==> src/rtl/mic_sampler.sv <==
// SPI reader for the Pmod MIC3 (ADCS7476) microphone ADC.
// Emits a 12-bit unsigned sample with a one-cycle valid strobe once per sample period.
module mic_sampler #(
    parameter int CLK_DIV    = 2,
    parameter int SAMPLE_DIV = 2500
) (
    input  logic        clk,
    input  logic        reset,
    input  logic        enable,
    input  logic        miso,
    output logic        cs_n,
    output logic        sclk,
    output logic [11:0] sample,
    output logic        sample_valid,
    output logic        frame_err
);

    localparam int TW = $clog2(SAMPLE_DIV);
    localparam int DW = (CLK_DIV > 1) ? $clog2(CLK_DIV) : 1;
    localparam logic [TW-1:0] TIMER_LAST = TW'(SAMPLE_DIV - 1);
    localparam logic [DW-1:0] DIV_LAST   = DW'(CLK_DIV - 1);

    typedef enum logic [2:0] {IDLE, START, SHIFT, QUIET, DONE} state_t;

    state_t         state_r, state_s;
    logic [TW-1:0]  timer_r, timer_s;
    logic [DW-1:0]  div_r, div_s;
    logic [3:0]     bit_r, bit_s;
    logic [15:0]    shift_r, shift_s;
    logic           cs_n_r, cs_n_s;
    logic           sclk_r, sclk_s;
    logic [11:0]    sample_r, sample_s;
    logic           valid_r, valid_s;
    logic           err_r, err_s;
    logic           div_done_s;

    // Next-state logic: sample timer, frame sequencer and output capture.
    always_comb begin
        state_s    = state_r;
        div_s      = div_r;
        bit_s      = bit_r;
        shift_s    = shift_r;
        cs_n_s     = cs_n_r;
        sclk_s     = sclk_r;
        sample_s   = sample_r;
        valid_s    = 1'b0;
        err_s      = 1'b0;
        div_done_s = (div_r == DIV_LAST);

        if (!enable) begin
            timer_s = '0;
        end else if (timer_r == TIMER_LAST) begin
            timer_s = '0;
        end else begin
            timer_s = timer_r + 1'b1;
        end

        case (state_r)
            IDLE: begin
                cs_n_s = 1'b1;
                sclk_s = 1'b1;
                if (enable && (timer_r == TIMER_LAST)) begin
                    state_s = START;
                    cs_n_s  = 1'b0;
                    div_s   = '0;
                    bit_s   = 4'd0;
                end else begin
                    state_s = IDLE;
                end
            end
            START: begin
                if (div_done_s) begin
                    state_s = SHIFT;
                    sclk_s  = 1'b0;
                    div_s   = '0;
                end else begin
                    div_s = div_r + 1'b1;
                end
            end
            SHIFT: begin
                if (div_done_s) begin
                    div_s  = '0;
                    sclk_s = ~sclk_r;
                    // A low sclk about to rise is the capture point for miso.
                    if (!sclk_r) begin
                        shift_s = {shift_r[14:0], miso};
                        if (bit_r == 4'd15) begin
                            state_s = QUIET;
                            bit_s   = 4'd0;
                        end else begin
                            bit_s = bit_r + 4'd1;
                        end
                    end else begin
                        shift_s = shift_r;
                    end
                end else begin
                    div_s = div_r + 1'b1;
                end
            end
            QUIET: begin
                if (div_done_s) begin
                    state_s  = DONE;
                    div_s    = '0;
                    cs_n_s   = 1'b1;
                    sample_s = shift_r[11:0];
                    valid_s  = 1'b1;
                    err_s    = |shift_r[15:12];
                end else begin
                    div_s = div_r + 1'b1;
                end
            end
            DONE: begin
                state_s = IDLE;
            end
            default: begin
                state_s = IDLE;
                cs_n_s  = 1'b1;
                sclk_s  = 1'b1;
            end
        endcase
    end

    // State and output registers; reset forces the bus idle immediately.
    always_ff @(posedge clk or negedge reset) begin
        if (!reset) begin
            state_r  <= IDLE;
            timer_r  <= '0;
            div_r    <= '0;
            bit_r    <= 4'd0;
            shift_r  <= 16'd0;
            cs_n_r   <= 1'b1;
            sclk_r   <= 1'b1;
            sample_r <= 12'd0;
            valid_r  <= 1'b0;
            err_r    <= 1'b0;
        end else begin
            state_r  <= state_s;
            timer_r  <= timer_s;
            div_r    <= div_s;
            bit_r    <= bit_s;
            shift_r  <= shift_s;
            cs_n_r   <= cs_n_s;
            sclk_r   <= sclk_s;
            sample_r <= sample_s;
            valid_r  <= valid_s;
            err_r    <= err_s;
        end
    end

    assign cs_n         = cs_n_r;
    assign sclk         = sclk_r;
    assign sample       = sample_r;
    assign sample_valid = valid_r;
    assign frame_err    = err_r;

endmodule

==> config.mk <==
export PLATFORM = sky130hd
export DESIGN_NAME = mic_sampler
export DESIGN_NICKNAME = d
export VERILOG_FILES = /design/src/rtl/mic_sampler.sv
export SDC_FILE = /design/constraint.sdc
export NUM_CORES = 1
export LEC_CHECK = 0
export ABC_AREA = 1
export CAP_MARGIN = 20
export CORE_UTILIZATION = 57
export DETAILED_ROUTE_END_ITERATION = 6
export PLACE_DENSITY = 0.88
export SYNTH_ARGS = -nofsm -noshare
export SYNTH_HDL_FRONTEND = slang
export SYNTH_SLANG_ARGS = --single-unit
==> constraint.sdc <==
create_clock -name clk -period 1.6 [get_ports clk]
set_input_delay 0.4 -clock clk [delete_from_list [all_inputs] [get_ports clk]]
set_output_delay 0.4 -clock clk [all_outputs]
set_load 0.01 [all_outputs]
======== Word-level counts from Yosys, hierarchy flattened ========
Cells that the tools add are included.
storage, ports and cells
  flip-flop bits (word level) ............. 52
  latch bits .............................. 0
  RAM bits ................................ 0
  memory bits (read-only) ................. 0
  bits of input ports ..................... 4
  logic and storage cells ................. 70
  memories ................................ 0
cells by class
  add/subtract/negate cells ............... 3
  multipliers ............................. 0
  div/mod/pow operators ................... 0
  magnitude comparators ................... 0
  eq/ne operators ......................... 12
  shift operators ......................... 0
  mux-type cells .......................... 27
  bitwise logic cells ..................... 3
  reductions and logical operators ........ 15
operators with widths
  cell                   count
  $mux 12                2
  $mux 4                 4
  $mux 3                 5
  $add 12x1->12 const B  1
  $eq 12x12->1 const B   1
  $ne 2x2->1 const B     6
  $pmux 3 s4             1
  $mux 1                 11
  $pmux 4 s2             1
  $eq 3x2->1 const B     2
  $pmux 1 s3             2
  $reduce_and 2->1       3
  $reduce_and 3->1       2
  $reduce_or 3->1        2
  $reduce_and 5->1       1
  $add 4x1->4 const B    1
  $eq 4x4->1 const B     1
  $reduce_and 4->1       1
  $reduce_bool 2->1      2
  $reduce_or 4->1        1
  $eq 3x1->1 const B     1
  $eq 3x3->1 const B     1
  $logic_not 3->1        1
  $not 1->1              3
  other kinds (4)        4

======== Logic depth before layout (Yosys ltp) ========
  depth after elaboration ................. 5
  gate-level depth with buffers ........... 10
  depth with buffers taken out ............ 10

======== Least setup slack after synthesis ========
OpenSTA, ideal clock, no wires.
  kind .................................... reg-to-reg
  from .................................... register timer_r[0]
  to ...................................... register bit_r[0]
  setup time .............................. 0.117 ns
  arrival ................................. 1.183 ns
  data required time ...................... 1.483 ns
  slack ................................... 0.301 ns
  stages on the path, launching flop included .. 11
  clock period less this slack ............ 1.299 ns
  path through ............................ dfrtp_1 ha_1 inv_1 nor2_1 nand2_1 nor2_1 nand3_2 nand2_2 nand2_2 nand2_1 nand2_1
between the ends
  cells in the longest elaborated chain, start to end .. 4
RTL lines
  what                        line  RTL
  start: declaration          26    logic [TW-1:0] timer_r, timer_s;
  start signal: assignment    138   timer_r <= timer_s;
  $eq 12x12->1                62    if (enable && (timer_r == TIMER_LAST)) begin
  $logic_and 1x1->1           62
  $ne 2x2->1 (no line)        n/a
  $reduce_and 4->1 (no line)  n/a
  end signal: assignment      140   bit_r <= bit_s;
  end: declaration            28    logic [3:0] bit_r, bit_s;
No other way between the ends.
A chain may end at the register's enable or synchronous reset.

======== Worst setup path in the final report ========
  from .................................... register err_r, in the netlist frame_err
  to ...................................... output port frame_err
RTL lines
  what                      line  RTL
  start: declaration        34    logic err_r, err_s;
  start signal: assignment  146   err_r <= err_s;
  end: declaration          15    output logic frame_err
No word-level cell between the ends.

==> flow_summary.yaml <==
timing:
  fin_skew_ns: 0.00630
  hold_viol: 0
  period_minus_slack_ns: 1.55
  fin_ws_ns: 0.0534
  max_freq_mhz: 647
  timing.setup.tns_ns: 0
  slew_headroom_pct: 73.4
  final_max_slew_viol_count: 0
  tightestPinTransition_ns: 0.399
  fin_crit_sh_pct: 96.7
  hold_slack_ns: 0.0648
  setup_viol: 0
power:
  ir_drop_uv: 670
  p_sw_uw: 479
  sw_frac_of_total_pct: 20.7
  p_int_mw: 1.83
  finalPower_mw: 2.31
  clock_power_share_pct: 37.5
  combPwrFrac_pct: 4.2
  pwr-share-seq_pct: 58.3
  p_per_area_mw_per_mm2: 856
  p_leak_nw: 1.36
global_routing:
  grt-ovfl-total: 0
  gr-usage-all-layers_pct: 22.0
  grt_pass1_wl_um: 7060
  antenna_found_initial: 0
  grt_max_degree: 53
  grt_pass1_vias: 1608
final_layout:
  drive_gt1_share_pct: 15.5
  nFillCells: 302
  final_cells: 331
  layout_commonest_cell: "nand2_1"
  postLayoutCellArea_sq_mm: 0.00270
  finish.utilization_pct: 71.2
  insertedDiodeCount: 0
  layout_common_cells: "56 x nand2_1, 50 x dfrtp_1, 31 x inv_1, 30 x nor2_1, 14 x o21ai_2"
  fin_nets: 288
  area_growth_pct: 16.1
detailed_routing:
  routed_wl_um: 4020
  route.met2.wl_um: 1950
  wl_met1_um: 1860
  drc: 0
  vias: 1710
  detail-route-antenna-nets: 0
  top_layer: "met4"
  drtIter0Drc: 133
  drtPass1Iterations: 5
  post_drt_wl_per_cell_um: 12.1
  routed_via_density: 5.17
  wl_met3_um: 136
cts:
  cts_max_level: 2
  cts_tree: "done"
  cts_made_buffers: 5
  clk_latency_ns: 0.30
  cts_root_buffer: "clkbuf_8"
  cts_buffer_depth: 2
  cts_hold_buf: 0
  path_clk_slew_ns: 0.09
  clkSinkCount: 52
yosys:
  avgSynthCellArea_sq_um: 9.13
  synth_top_area_share_pct: 53.7
  syn_nets: 261
  synth_largest_area_cell: "dfrtp_1"
  ys_seq_area_share_pct: 56.0
  synth_seq_cells: 52
  ys_types: 26
  yosys-top-cells-area: "dfrtp_1 54%, nand2_1 9.2%, o21ai_2 5.3%"
  yosys_warnings: 0
  synth_cells: 255
  synth.cell_area_sq_mm: 0.00233
status:
  outcome: "completed"
floorplanning:
  io_pins: 20
  die_w_um: 65.9
  initial_core_util_pct: 61.3
  core_sq_mm: 0.00380
  rows: 22
  die-height_um: 65.9
  fp.dieArea_sq_mm: 0.00434
worst_setup_path:
  critical_path.max_fanout: 1
  crit_slowest_cell: "clkdlybuf4s50_1"
  critical-path-top-delay-family: "buffers and inverters"
  crit_chain: "clkdlybuf4s50_1"
  worst-endpoint-required_ns: 1.20
  arrival_ns: 1.15
  worstSetupEndpointType: "output pin"
  crit_path_max_incr_delay_ns: 0.52
  startpoint_type: "flip-flop"
  worst-path-buf-inv: 1
  worst-setup-path-type: "reg2out"
place:
  dpl.cell_count: 321
  placed_cell_area_sq_mm: 0.00256
  gp_congestion: 0.802
  dp_hpwl_um: 2730
  pre_cts_ws_ns: -0.0453
  port_buffers: 19
flow_run:
  drv_cap: 0
hold_path:
  hold_class: "in2async"
## cell usage after synthesis
cell type and count:
nand2_4 1, buf_6 3, nor3b_1 4, clkbuf_8 1
and3_1 1, xor2_1 4, a21oi_1 6, nor2_2 1
nand3_1 8, nand3_2 1, nor3_4 1, inv_2 2
inv_1 32, o21a_1 3, a31oi_1 1, o21ai_1 13
xnor2_1 1, nand2_2 4, o21ai_2 14, ha_1 2
nand2_1 57, dfstp_2 2, dfrtp_1 50, nor3_1 6
nor2_1 32, o21ai_0 5
## worst paths after layout
| check | from | to | slack [ns] | cells after the start |
|---|---|---|---|---|
| worst max-delay path | frame_err | frame_err | 0.05 | 1 |
| min in group clk | shift_r[7] | shift_r[7] | 0.49 | 2 |
| max in group asynchronous | reset | cs_n | 1.26 | 2 |
| worst max register to register | timer_r[0] | bit_r[3] | 0.12 | 10 |
| worst min register to register | shift_r[7] | shift_r[7] | 0.49 | 2 |
| worst min-delay path | reset | state_r[2] | 0.06 | 2 |
## cell families after synthesis
| family | Yosys count | synth area share (%) |
|---|---|---|
| AOI/OAI and AO/OA | 42 | 11.7 |
| xor gates and xnor gates | 5 | 1.88 |
| adders and majority gates | 2 | 1.07 |
| buffers and inverters | 38 | 7.52 |
| DFF | 52 | 56.0 |
| and+or+nand+nor | 116 | 21.9 |
## per-layer routing
layer | vias to the layer above | track usage (%)
li1 | 856 | -
met1 | 818 | 27.4
met2 | 26 | 36.6
met3 | 10 | 5.69
met4 | 0 | 8.15
met5 | - | 0
## cell type report
class	count	area, sq um	area share, %
multi-input cells	165	880	32.5
repair buffers	24	225	8.33
clock buffers	6	72.6	2.68
clock inverters	2	35.0	1.30
well taps	48	60.1	2.22
flip-flops and latches	52	1300	48.2
inverters	34	128	4.72
## state kept, by name, indices dropped and copies added, names as in the netlist
register      count
bit_r             4
cs_n              1
div_done_s        1
frame_err         1
sample           12
sample_valid      1
sclk              1
shift_r          16
state_r           3
timer_r          12
## power groups by stage
stage	combinational (mW)	sequential (mW)	clock, mW
after global routing	0.115	1.35	0.947
after global placement	0.0920	1.37	0
after detailed placement	0.0932	1.37	0
final	0.0974	1.35	0.868
after floorplan	0.0449	1.37	0
after CTS	0.0938	1.35	0.899
## repair_timing
action,CTS,global route
resized for setup,13,11
setup endpoints to repair,13,9
buffers inserted,0,2
endpoints found under the hold margin,0,0
pin swaps,0,5
cloned,0,0
No activity file was read; power rests on OpenSTA's default activity.
